File: config.mk
export PLATFORM = sky130hd
export DESIGN_NAME = fir_avg_out_stage
export DESIGN_NICKNAME = d
export VERILOG_FILES = /design/src/rtl/fir_avg_out_stage.sv
export SDC_FILE = /design/constraint.sdc
export NUM_CORES = 1
export LEC_CHECK = 0
export ABC_AREA = 1
export ABC_CLOCK_PERIOD_IN_PS = 1500
export BUFFER_PORTS_ARGS = -buffer_cell sky130_fd_sc_hd__buf_2
export CAP_MARGIN = 20
export CORE_AREA = 2 2 68 70
export CTS_CLUSTER_DIAMETER = 50
export CTS_CLUSTER_SIZE = 25
export DETAILED_ROUTE_END_ITERATION = 10
export DIE_AREA = 0 0 70 72
export GPL_TIMING_DRIVEN = 1
export PLACE_DENSITY = 0.45
export RECOVER_POWER = 25
export SLEW_MARGIN = 20
export SYNTH_ARGS = -nofsm -noshare
export SYNTH_HDL_FRONTEND = slang
export SYNTH_SLANG_ARGS = --single-unit
File: constraint.sdc
create_clock -name clk -period 1.5 [get_ports clk]
set_clock_uncertainty 0.15 [all_clocks]
set_input_delay 0.225 -clock clk [delete_from_list [all_inputs] [get_ports clk]]
set_output_delay 0.225 -clock clk [all_outputs]
set_load 0.02 [all_outputs]
File: src/rtl/fir_avg_out_stage.sv
// rtl/fir_avg_out_stage.sv - FIR sum warm-up discard, divide-by-4 average and output FIFO
// Optional build macro FIR_AVG_ROUND_EN selects round-half-up instead of truncation.
module fir_avg_out_stage #(
    parameter int W      = 4,
    parameter int DEPTH  = 4,
    parameter int WARMUP = 3
) (
    input  logic                       clk,
    input  logic                       reset,
    input  logic [W+1:0]               s_in,
    input  logic                       s_valid,
    output logic [W-1:0]               avg_out,
    output logic                       avg_valid,
    input  logic                       avg_ready,
    output logic [$clog2(DEPTH+1)-1:0] fill,
    output logic                       overflow,
    output logic                       running
);

    localparam int AW = $clog2(DEPTH);
    localparam int FW = $clog2(DEPTH + 1);
    localparam int CW = (WARMUP > 0) ? $clog2(WARMUP + 1) : 1;

    localparam logic [0:0] ST_WARMUP = 1'b0;
    localparam logic [0:0] ST_RUN    = 1'b1;

    localparam logic [CW:0]   WARMUP_N = (CW + 1)'(WARMUP);
    localparam logic [FW-1:0] FULL_N   = FW'(DEPTH);

    logic [0:0]    state_q, state_d;
    logic [CW-1:0] warm_cnt_q, warm_cnt_d;
    logic [W-1:0]  mem_q [DEPTH];
    logic [W-1:0]  mem_d [DEPTH];
    logic [AW-1:0] wr_ptr_q, wr_ptr_d;
    logic [AW-1:0] rd_ptr_q, rd_ptr_d;
    logic [FW-1:0] fill_q, fill_d;
    logic          overflow_q, overflow_d;

    logic [W-1:0]  avg;
    logic [CW:0]   warm_cnt_inc;
    logic          push, pop, full, wr_en;

`ifdef FIR_AVG_ROUND_EN
    assign avg = W'(({1'b0, s_in} + (W + 3)'(2)) >> 2);
`else
    assign avg = W'(s_in >> 2);
`endif

    always_comb begin
        state_d      = state_q;
        warm_cnt_d   = warm_cnt_q;
        mem_d        = mem_q;
        wr_ptr_d     = wr_ptr_q;
        rd_ptr_d     = rd_ptr_q;
        fill_d       = fill_q;
        overflow_d   = overflow_q;
        warm_cnt_inc = {1'b0, warm_cnt_q} + (CW + 1)'(1);

        full  = (fill_q == FULL_N);
        pop   = (fill_q != '0) && avg_ready;
        push  = (state_q == ST_RUN) && s_valid;
        // A pop on the same edge frees the slot, so a push at full still succeeds.
        wr_en = push && (!full || pop);

        if (state_q == ST_WARMUP) begin
            if (WARMUP == 0) begin
                state_d = ST_RUN;
            end else if (s_valid) begin
                warm_cnt_d = warm_cnt_inc[CW-1:0];
                if (warm_cnt_inc == WARMUP_N) begin
                    state_d = ST_RUN;
                end
            end
        end

        if (wr_en) begin
            mem_d[wr_ptr_q] = avg;
            wr_ptr_d        = wr_ptr_q + AW'(1);
        end
        if (pop) begin
            rd_ptr_d = rd_ptr_q + AW'(1);
        end

        case ({wr_en, pop})
            2'b10:   fill_d = fill_q + FW'(1);
            2'b01:   fill_d = fill_q - FW'(1);
            default: fill_d = fill_q;
        endcase

        if (push && !wr_en) begin
            overflow_d = 1'b1;
        end

        if (reset) begin
            state_d    = ST_WARMUP;
            warm_cnt_d = '0;
            wr_ptr_d   = '0;
            rd_ptr_d   = '0;
            fill_d     = '0;
            overflow_d = 1'b0;
        end
    end

    always_ff @(posedge clk) begin
        state_q    <= state_d;
        warm_cnt_q <= warm_cnt_d;
        mem_q      <= mem_d;
        wr_ptr_q   <= wr_ptr_d;
        rd_ptr_q   <= rd_ptr_d;
        fill_q     <= fill_d;
        overflow_q <= overflow_d;
    end

    // Storage is not cleared on reset, so the head is masked while empty.
    assign avg_valid = (fill_q != '0);
    assign avg_out   = avg_valid ? mem_q[rd_ptr_q] : '0;
    assign fill      = fill_q;
    assign overflow  = overflow_q;
    assign running   = (state_q == ST_RUN);

endmodule

# Word level (Yosys, flattened, before mapping)
# Cells that the tools add are included.
[word_totals]
inputBits = 10
wordCells = 47
output_inout_bits = 10
ff_bits = 27
[classes]
muxes = 11
bitwise_logic = 3
n_reduce_logical = 11
eq_ne = 4
addsub = 5
magnitude_cmp = 3
[op_table]
columns = ["operator", "count"]
rows = [
  ["bitwise mux 16 bit", 1],
  ["two-way mux 4 bit", 4],
  ["binary-select mux 4 bit (select 2 bit)", 1],
  ["demux 4 bit (select 2 bit)", 1],
  ["greater-or-equal comparator 3 bit, second input constant", 2],
  ["NOT 2 -> 3 bit", 2],
  ["one-hot mux 3 bit (2 select lines)", 1],
  ["logical AND 1 bit", 5],
  ["adder 2 x 1 -> 2 bit, second input constant", 2],
  ["adder 2 x 1 -> 3 bit, second input constant", 1],
  ["adder 3 x 1 -> 3 bit, second input constant", 1],
  ["equality test 3 x 2 -> 1 bit, second input constant", 1],
  ["equality test 3 bit, second input constant", 1],
  ["less-than comparator 3 x 1 -> 1 bit, second input constant", 1],
  ["two-way mux 1 bit", 3],
  ["nonzero test 3 bit", 1],
  ["subtractor 3 x 1 -> 3 bit, second input constant", 1],
  ["equality test 2 x 1 -> 1 bit, second input constant", 1],
  ["equality test 2 bit, second input constant", 1],
  ["logical NOT 1 bit", 2],
  ["AND reduction 2 bit", 1],
  ["nonzero test 2 bit", 1],
  ["logical OR 1 bit", 1],
  ["NOT 1 bit", 1],
]

# Logic depth before layout (Yosys ltp)
# Gate-level depths: netlist of run 1.
[logic_depth]
word_depth = 6
mapped_depth = 11
ltp_nobuf = 11

# Worst setup path before layout of run 1
# Ideal clock, no wire load.
[synth_path]
path_type = "reg-to-reg"
startpoint = "register fill_q[2], in the netlist fill[2]"
endpoint = "register fill_q[2], in the netlist fill[2]"
synth_period_minus_slack_ns = 1.897
arrival_time_ns = 1.632
required_time_ns = 1.235
slack_ns = -0.397
path_buffers = 0
setup_time_ns = 0.115
stages_incl_launch_ff = 11
cell_sequence = "dfxtp_1 > inv_1 > nand2_2 > nand2_2 > inv_2 > nand2_4 > fa_1 > inv_1 > nand4_1 > a21oi_1 > nor2_1"
[synth_between]
elab_chain_cells = 6
word_cells_on_any_way = 12
classes_between = "2 x add/sub; 3 x eq/ne; 1 x mux; 6 x reduce/logical"
[synth_rtl]
columns = ["element", "line", "source"]
rows = [
  ["start, declared", "36", "logic [FW-1:0] fill_q, fill_d;"],
  ["start signal, assigned", "110", "fill_q <= fill_d;"],
  ["nonzero test 3 bit *", "--", ""],
  ["via avg_valid", "13", "output logic avg_valid,"],
  ["logical AND 1 bit *", "60", "pop = (fill_q != '0) && avg_ready;"],
  ["logical OR 1 bit", "63", "wr_en = push && (!full || pop);"],
  ["logical AND 1 bit", "63", ""],
  ["equality test 2 x 1 -> 1 bit or equality test 2 bit (tied branches)", "84", "case ({wr_en, pop})"],
  ["one-hot mux 3 bit (2 select lines) or nonzero test 2 bit (tied branches)", "--", ""],
]
# Mark *: on every way through the listed nets, which the timed path passes. The rest lies on a longest branch.
# A chain may end at the register's enable or synchronous reset.

# Final worst setup path of run 1
[layout_path]
startpoint = "register rd_ptr_q[0]"
endpoint = "output port avg_out[1]"
[layout_between]
elab_chain_cells = 5
[layout_rtl]
columns = ["element", "line", "source"]
rows = [
  ["start, declared", "35", "logic [AW-1:0] rd_ptr_q, rd_ptr_d;"],
  ["start signal, assigned", "109", "rd_ptr_q <= rd_ptr_d;"],
  ["NOT 2 -> 3 bit (implied by the code)", "116", "assign avg_out = avg_valid ? mem_q[rd_ptr_q] : '0;"],
  ["binary-select mux 4 bit (select 2 bit)", "116", ""],
  ["two-way mux 4 bit (implied by the code) (2 in series)", "116", ""],
  ["two-way mux 4 bit", "116", ""],
  ["end, declared", "12", "output logic [W-1:0] avg_out,"],
]
# Every way passes these cells. The select of a mux whose other input is x is not followed.

==> results of run 1 <==
==> per-layer routing <==
layer	up-vias	global-route usage	part of all wire	routed length, um
met1	462	0.130	0.43	1130
met4	0	0.0256	0.0073	19
li1	514	-	-	-
met5	-	0	0	0
met3	2	0.0236	0.021	55
met2	4	0.204	0.54	1400
==> flip-flops by register name (all words and copies together) (netlist names) <==
signal      flops
fill            3
mem_q          16
overflow        1
rd_ptr_q        2
running         1
warm_cnt_q      2
wr_ptr_q        2
==> what timing repair did <==
action                                  4_1_cts  5_1_grt
pin swaps                                     7        8
endpoints found under the hold margin         1        0
hold buffers                                  1        0
endpoints found under the setup margin        6       23
setup buffers                                 3        3
resized for setup                            29       19
==> worst max path at each step <==
stage                                        start                    to  slack, ns
final                     rd_ptr_q[0]$_SDFFE_PP0P_            avg_out[1]      -0.16
after global routing          fill[1]$_SDFFE_PP0P_  fill[2]$_SDFFE_PP0P_      -0.25
after CTS                 rd_ptr_q[0]$_SDFFE_PP0P_            avg_out[0]      -0.17
after detailed placement      fill[2]$_SDFFE_PP0P_  fill[2]$_SDFFE_PP0P_      -0.17
after global placement        fill[1]$_SDFFE_PP0P_  fill[2]$_SDFFE_PP0P_      -0.16
after floorplan               fill[2]$_SDFFE_PP0P_  fill[1]$_SDFFE_PP0P_      -0.20
==> layout by cell type (no fill, tap or decap), types with 2 or more instances in the layout <==
| cell | n |
|---|---|
| o21ai_1 | 7 |
| nor2_1 | 17 |
| dfxtp_4 | 3 |
| buf_4 | 21 |
| dfxtp_1 | 7 |
| o21ai_0 | 6 |
| edfxtp_1 | 16 |
| nor2_4 | 8 |
| nand4_1 | 2 |
| nand2_1 | 8 |
| nand2_2 | 2 |
| clkbuf_1 | 3 |
| buf_6 | 8 |
| ha_1 | 5 |
| nor2_2 | 5 |
| clkbuf_8 | 3 |
| buf_2 | 9 |
| inv_4 | 2 |
| inv_1 | 13 |
| nand3_1 | 4 |
| a21oi_1 | 11 |
| nand2_4 | 3 |
| inv_2 | 5 |
==> metrics by stage <==
step | setup WS [ns] | utilization
CTS | -0.170 | 0.400
global placement | -0.161 | 0.362
floorplan | -0.200 | -
finish | -0.159 | 0.408
detailed placement | -0.171 | 0.362
global route | -0.250 | 0.408
==> critical path, cell delays in order, from the launching register on <==
cell and delay (ns):
dfxtp_4 0.38, buf_6 0.11, nor2_1 0.04, nor2_1 0.07
o21ai_1 0.07, a21oi_1 0.18, buf_4 0.17
==> logic make-up (layout without fill, tap and decap cells) <==
family	after synthesis	after routing	synth area share
flip-flops	27	27	0.570
buffers and inverters	22	67	0.0682
AO/OA/AOI/OAI	25	25	0.104
AND/OR/NAND/NOR	50	50	0.191
adder cells (fa/ha/maj)	6	6	0.0671
==> final cells by class <==
type                    count  area [um2]  share of cell area
inverters                  21        83.8              0.0482
well taps                  52        65.1              0.0374
clock inverters             1        7.51             0.00431
multi-input cells          81         515               0.296
repair buffers             42         314               0.180
flip-flops and latches     27         713               0.410
clock buffers               3        41.3              0.0237
==> report_power, final <==
part           leakage, nW  switching, mW  internal, mW
registers            0.236         0.0519         0.861
clock network       0.0217          0.223         0.188
logic                0.451          0.682         0.573
total                0.709          0.957          1.62
==> results_dict.tcl, run 1 <==
set metrics [dict create \
    run_status "complete, but fails checks" \
    failed_checks "negative setup slack" \
    num_vias 982 \
    clk-insertion-delay-late_ns 0.26 \
    reg2reg_slack_ns -0.14 \
    syn_nets 146 \
    yosysMostFrequentCell "nor2_1" \
    place_congestion 0.737 \
    hold_viol 0 \
    synth_area_per_cell_um2 9.46 \
    rsz0062_at_grt "true" \
    row_count 24 \
    design_area_mm2 0.00174 \
    worstPathArrival_ns 1.28 \
    synth_area_leader_cell "edfxtp_1" \
    drv_cap 0 \
    synth_top_area_frac 0.391 \
    ir_worst_vdd_uv 435 \
    dieArea_mm2 0.00504 \
    track_usage 0.110 \
    layout-drive-gt1-share 0.417 \
    min_path_type "input port to flip-flop" \
    instances_no_fill 227 \
    synth_common_cells "nor2_1 (28), inv_1 (19), edfxtp_1 (16)" \
    finalMaxSlewViolations 0 \
    core_area_mm2 0.00426 \
    die_w_um 70 \
    synth_edf_count 16 \
    p_per_area_mw_per_mm2 1480 \
    fp.dieH_um 72 \
    root_buffer "clkbuf_8" \
    dr.first_iter.drc_count 37 \
    period_minus_slack_ns 1.66 \
    clock-sinks 27 \
    grt_max_degree 17 \
    worst-r2r-cell-count 9 \
    numCtsBuffers 3 \
    dp_cells 218 \
    dr.pass1.iters 4 \
    leakage_nw 0.709 \
    yosysWarnings 0 \
    async_flop_share 0 \
    drc 0 \
    htreeDepth 1 \
    synth_cells 130 \
    setup_tns_ns -0.813 \
    max_freq_ghz 0.603 \
    path_class "flip-flop to output port" \
    endpoint_kind "output port" \
    synth_flop_cell "edfxtp_1" \
    p_total_mw 2.58 \
    dpl.hpwl_um 1960 \
    holdPathStages 1 \
    ys_types 20 \
    antenna_found_initial 0 \
    required_ns 1.12 \
    start_kind "flip-flop" \
    io_buffers 17 \
    setup_viol 6 \
    holdCritStartpoint "s_in[2]" \
    dpl_cell_area_mm2 0.00154 \
    hold_slack_ns 0.0386 \
    grt_overflow 0 \
    crit_fanout 4 \
    via_per_inst 4.33 \
    syn_area_mm2 0.00123 \
    start_util 0.288 \
    worst_slew_pin_slew_ns 0.279 \
    ios 20 \
    avgRoutedWirePerCell_um 11.5 \
    area_growth_pct 41.5 \
    timing.rr.start "fill[1]$_SDFFE_PP0P_" \
    hold-path-endpoint "mem_q[8]$_DFFE_PP_" \
    fillers 445 \
    seq_area_frac_synth 0.570 \
    n_antenna_cell 0 \
    post-route-period-util 1.11 \
    antenna_left 0 \
    cts_tree "yes" \
    rr_endpoint "fill[2]$_SDFFE_PP0P_" \
    clk_path_buf_depth 2 \
    grt_pass1_wl_um 4370 \
    max_slew_margin 0.813 \
    synth-seq-cells 27 \
    grt_pass1_vias 1007 \
    drt_wl_total_um 2610 \
    fin_nets 192 \
    synthTopCellsByArea "edfxtp_1 (39%), dfxtp_1 (18%), nor2_1 (8.5%), inv_1 (5.8%), o21ai_0 (5.3%)" \
    fin_ws_ns -0.159 \
    clk_pin_slew_ns 0.09 \
]
(Power assumes the default switching activity.)
==> run 2, diff against run 1 <==
--- a/constraint.sdc
+++ b/constraint.sdc
@@ -4,2 +4,2 @@
 set_output_delay 0.225 -clock clk [all_outputs]
-set_load 0.02 [all_outputs]
+set_load 0.005 [all_outputs]
==> run 2 against run 1 <==
Against the previous run:
- the run still ends with negative setup slack left
- die area stayed put
- clock power up 4%
- power decreased by 8.3%
- critical endpoint is now avg_out[2]
==> results_dict.tcl, run 2 (same netlist as run 1, synthesis figures left out) <==
set metrics [dict create \
    htreeDepth 1 \
    timing.rr.start "fill[0]$_SDFFE_PP0P_" \
    p_total_mw 2.36 \
    cts_tree "yes" \
    drc 0 \
    required_ns 1.12 \
    fin_ws_ns -0.128 \
    antenna_left 0 \
    io_buffers 17 \
    place_congestion 0.772 \
    largest_reg_flops 16 \
    core_area_mm2 0.00426 \
    endpoint_kind "output port" \
    ir_worst_vdd_uv 397 \
    area_growth_pct 37.9 \
    hold_viol 0 \
    drv_cap 0 \
    max_freq_ghz 0.614 \
    worstPathArrival_ns 1.25 \
    dpl.hpwl_um 1860 \
    dieArea_mm2 0.00504 \
    grt_pass1_wl_um 4330 \
    numCtsBuffers 3 \
    n_antenna_cell 0 \
    dr.pass1.iters 4 \
    start_kind "flip-flop" \
    grt_overflow 0 \
    holdCritStartpoint "s_in[5]" \
    start_util 0.288 \
    dr.first_iter.drc_count 44 \
    min_path_type "input port to flip-flop" \
    run_status "complete, but fails checks" \
    grt_max_degree 17 \
    rsz0062_at_grt "true" \
    avgRoutedWirePerCell_um 11.0 \
    clk-insertion-delay-late_ns 0.27 \
    clk_pin_slew_ns 0.10 \
    root_buffer "clkbuf_8" \
    layout-drive-gt1-share 0.404 \
    crit_fanout 9 \
    row_count 24 \
    clk_path_buf_depth 2 \
    period_minus_slack_ns 1.63 \
    post-route-period-util 1.09 \
    fin_nets 195 \
    antenna_found_initial 0 \
    final_cell_mix "buf_4 (22), nor2_1 (21), edfxtp_1 (16), inv_1 (14), buf_2 (14)" \
    max_slew_margin 0.815 \
    startpoint "rd_ptr_q[0]$_SDFFE_PP0P_" \
    setup_viol 6 \
    failed_checks "negative setup slack" \
    die_w_um 70 \
    clock-sinks 27 \
    fp.dieH_um 72 \
    grt_pass1_vias 946 \
    p_per_area_mw_per_mm2 1390 \
    via_per_inst 4.28 \
    layout_commonest_cell "buf_4" \
    ios 20 \
    drt_wl_total_um 2520 \
    num_vias 984 \
    worst_slew_pin_slew_ns 0.276 \
    finalMaxSlewViolations 0 \
    track_usage 0.109 \
    hold_slack_ns 0.0224 \
    path_class "flip-flop to output port" \
    regMostFlops "mem_q" \
    leakage_nw 0.717 \
]
## run 2: cell types whose count changed in the layout (fill, tap and decap cells not counted), moves of 2 or more
cell / before / now
dfxtp_2: 1 / 4
nor2_1: 17 / 21
buf_6: 8 / 5
dfxtp_4: 3 / 1
buf_2: 9 / 14
nor2_4: 8 / 3
## run 2: cell type report
cell class | instances | area (um2)
inverters | 21 | 85.1
repair buffers | 45 | 313
clock buffers | 3 | 41.3
well taps | 52 | 65.1
clock inverters | 1 | 7.51
fillers | 440 | 2570
flip-flops and latches | 27 | 709
multi-input cells | 81 | 475
## run 2: through the flow
step | instance area [um2] | cells | utilization | worst slack [ns] | TNS, ns
after detailed placement | 1560 | 222 | 0.366 | -0.132 | -0.238
after global placement | 1560 | 222 | 0.366 | -0.136 | -0.223
after global routing | 1700 | 230 | 0.398 | -0.271 | -1.32
final | 1700 | 230 | 0.398 | -0.128 | -0.649
after floorplan | 1230 | 130 | - | -0.143 | -0.272
after CTS | 1670 | 230 | 0.392 | -0.122 | -0.670
## run 2: timing repair
item	4_1_cts	5_1_grt
setup buffers	3	1
setup endpoints to repair	6	23
pin swaps	6	6
hold endpoints to repair	1	0
hold buffers	1	0
resized for setup	17	14
## run 2: worst paths after layout
| kind | endpoint | depth (start not counted) | slack (ns) |
|---|---|---|---|
| worst min register to register | overflow$_SDFFE_PP0P_ | 1 | 0.33 |
| worst max-delay path | avg_out[2] | 4 | -0.13 |
| worst max register to register | fill[1]$_SDFFE_PP0P_ | 8 | -0.12 |
| worst min-delay path | mem_q[11]$_DFFE_PP_ | 1 | 0.02 |
## run 2: worst max-delay path: stages (launching register included)
cell and delay (ns):
dfxtp_4 0.38, clkinvlp_4 0.18, o21ai_0 0.20, a21oi_1 0.09, buf_2 0.13
## run 2: power by group
group	switching [mW]	internal [mW]
clock network	0.237	0.189
logic	0.526	0.509
registers	0.0497	0.854
## run 2: routing by layer
metal,track usage,share of wire,vias up
met5,0,0,-
met4,0.0449,0.015,0
met3,0.0181,0.027,4
met2,0.183,0.49,16
met1,0.140,0.46,444
li1,-,-,520
==> run 3, diff against run 2 <==
- ABC_CLOCK_PERIOD_IN_PS: 1500 -> 1800
- PLACE_DENSITY: 0.45 -> 0.43
- RECOVER_POWER: 25 -> 50
- clock period: 1.5 -> 1.8 ns (I/O delays scaled with it)
==> run 3 against run 2 <==
Against the previous run:
- the flow now finishes without violations
- die area is the same
- sequential share of layout area grew 5.1 points
- worst setup slack gained 0.23 ns
- via count shrank 6.3%
- clock-buffer cell count grew 1
- register-to-register slack gained 0.25 ns
- cell count shrank 7.4%
- largest cell class unchanged
==> results_dict.tcl, run 3 (same netlist as run 1, synthesis figures left out) <==
set metrics [dict create \
    hold-path-endpoint "running$_SDFF_PP0_" \
    regMostFlops "mem_q" \
    start_util 0.288 \
    dr.first_iter.drc_count 39 \
    hold_viol 0 \
    multi_input_area_um2 448 \
    antenna_found_initial 0 \
    worst_slew_pin_slew_ns 0.269 \
    root_buffer "clkbuf_8" \
    final_cell_mix "nor2_1 (28), inv_1 (17), edfxtp_1 (16), buf_2 (13), a21oi_1 (11)" \
    core_area_mm2 0.00426 \
    area_growth_pct 23.5 \
    layout-drive-gt1-share 0.273 \
    numCtsBuffers 3 \
    ios 20 \
    layout_commonest_cell "nor2_1" \
    leakage_nw 0.633 \
    clock-sinks 27 \
    die_w_um 70 \
    row_count 24 \
    drt_wl_total_um 2330 \
    p_per_area_mw_per_mm2 1150 \
    io_buffers 17 \
    required_ns 1.38 \
    grt_pass1_wl_um 3840 \
    design_area_mm2 0.00152 \
    grt_pass1_vias 899 \
    dieArea_mm2 0.00504 \
    holdPathStages 2 \
    crit_fanout 4 \
    cts_tree "yes" \
    dpl_cell_area_mm2 0.00145 \
    post-route-period-util 0.941 \
    dpl.hpwl_um 1780 \
    setup_tns_ns 0 \
    grt_overflow 0 \
    htreeDepth 1 \
    start_kind "flip-flop" \
    clk-insertion-delay-late_ns 0.27 \
    setup_viol 0 \
    p_total_mw 1.75 \
    max_slew_margin 0.820 \
    finalMaxSlewViolations 0 \
    ir_worst_vdd_uv 352 \
    reg2reg_slack_ns 0.13 \
    max_freq_ghz 0.590 \
    antenna_left 0 \
    via_per_inst 4.33 \
    post-place-ws_ns 0.0237 \
    holdCritStartpoint "reset" \
    fp.dieH_um 72 \
    regArea_um2 712 \
    largest_reg_flops 16 \
    worstPathArrival_ns 1.27 \
    fillers 449 \
    num_vias 922 \
    clk_pin_slew_ns 0.10 \
    fin_ws_ns 0.106 \
    path_class "flip-flop to output port" \
    drc 0 \
    drv_cap 0 \
    run_status "complete, no violations" \
    worst-r2r-cell-count 10 \
    period_minus_slack_ns 1.69 \
    post-route-util 0.356 \
    endpoint_kind "output port" \
    track_usage 0.0985 \
    n_antenna_cell 0 \
    avgRoutedWirePerCell_um 11.0 \
    min_path_type "input port to flip-flop" \
    rr_endpoint "fill[2]$_SDFFE_PP0P_" \
    clk_path_buf_depth 2 \
    dr.pass1.iters 3 \
    place_congestion 0.730 \
    fin_nets 178 \
    timing.rr.start "fill[2]$_SDFFE_PP0P_" \
    grt_max_degree 15 \
]
==> run 3: what timing repair did <==
| action | in CTS | in global routing |
|---|---|---|
| hold buffers | 0 | 0 |
| pin swaps | 0 | 4 |
| setup buffers | 0 | 1 |
| setup endpoints to repair | 2 | 5 |
| resized for setup | 1 | 14 |
==> run 3: cell type report <==
| type | count | area share |
|---|---|---|
| Sequential cell | 27 | 0.469 |
| Multi-Input combinational cell | 81 | 0.295 |
| Timing Repair Buffer | 28 | 0.110 |
| Inverter | 21 | 0.0544 |
| Tap cell | 52 | 0.0428 |
| Clock buffer | 4 | 0.0297 |
==> run 3: worst max-delay path, cell delays in order, from the launching register on <==
cell and delay (ns):
dfxtp_2 0.35, nor2_4 0.12, nand2_2 0.07, buf_4 0.14
inv_1 0.13, a21oi_1 0.07, buf_2 0.13
==> run 3: how the worst max path moves through the flow <==
| stage | from | to | slack, ns | cells after the start |
|---|---|---|---|---|
| 2_1_floorplan | fill[2]$_SDFFE_PP0P_ | fill[2]$_SDFFE_PP0P_ | 0.09 | 10 |
| 3_3_place_gp | avg_ready | fill[2]$_SDFFE_PP0P_ | 0.05 | 10 |
| 3_5_place_dp | avg_ready | fill[2]$_SDFFE_PP0P_ | 0.02 | 10 |
| 4_1_cts | rd_ptr_q[1]$_SDFFE_PP0P_ | avg_out[3] | 0.02 | 5 |
| 5_1_grt | rd_ptr_q[0]$_SDFFE_PP0P_ | avg_out[0] | -0.0004 | 4 |
| 6_report | fill[0]$_SDFFE_PP0P_ | avg_out[3] | 0.11 | 6 |
==> run 3: power by group <==
| group | total [mW] | switching [mW] | internal [mW] |
|---|---|---|---|
| Sequential | 0.768 | 0.0561 | 0.712 |
| Combinational | 0.635 | 0.348 | 0.287 |
| Clock | 0.342 | 0.184 | 0.158 |
==> run 3: stage by stage <==
stage	instances	hold slack [ns]
5_1_grt	213	0.0198
3_5_place_dp	208	0.299
3_3_place_gp	208	0.295
2_1_floorplan	130	0.189
4_1_cts	212	0.00858
6_report	213	0.0220
==> run 3: routing by layer <==
metal / routed length, um / vias to the layer above / track usage
li1: - / 483 / -
met1: 1010 / 424 / 0.107
met2: 1200 / 10 / 0.183
met3: 77 / 5 / 0.0292
met4: 42 / 0 / 0.0342
met5: 0 / - / 0
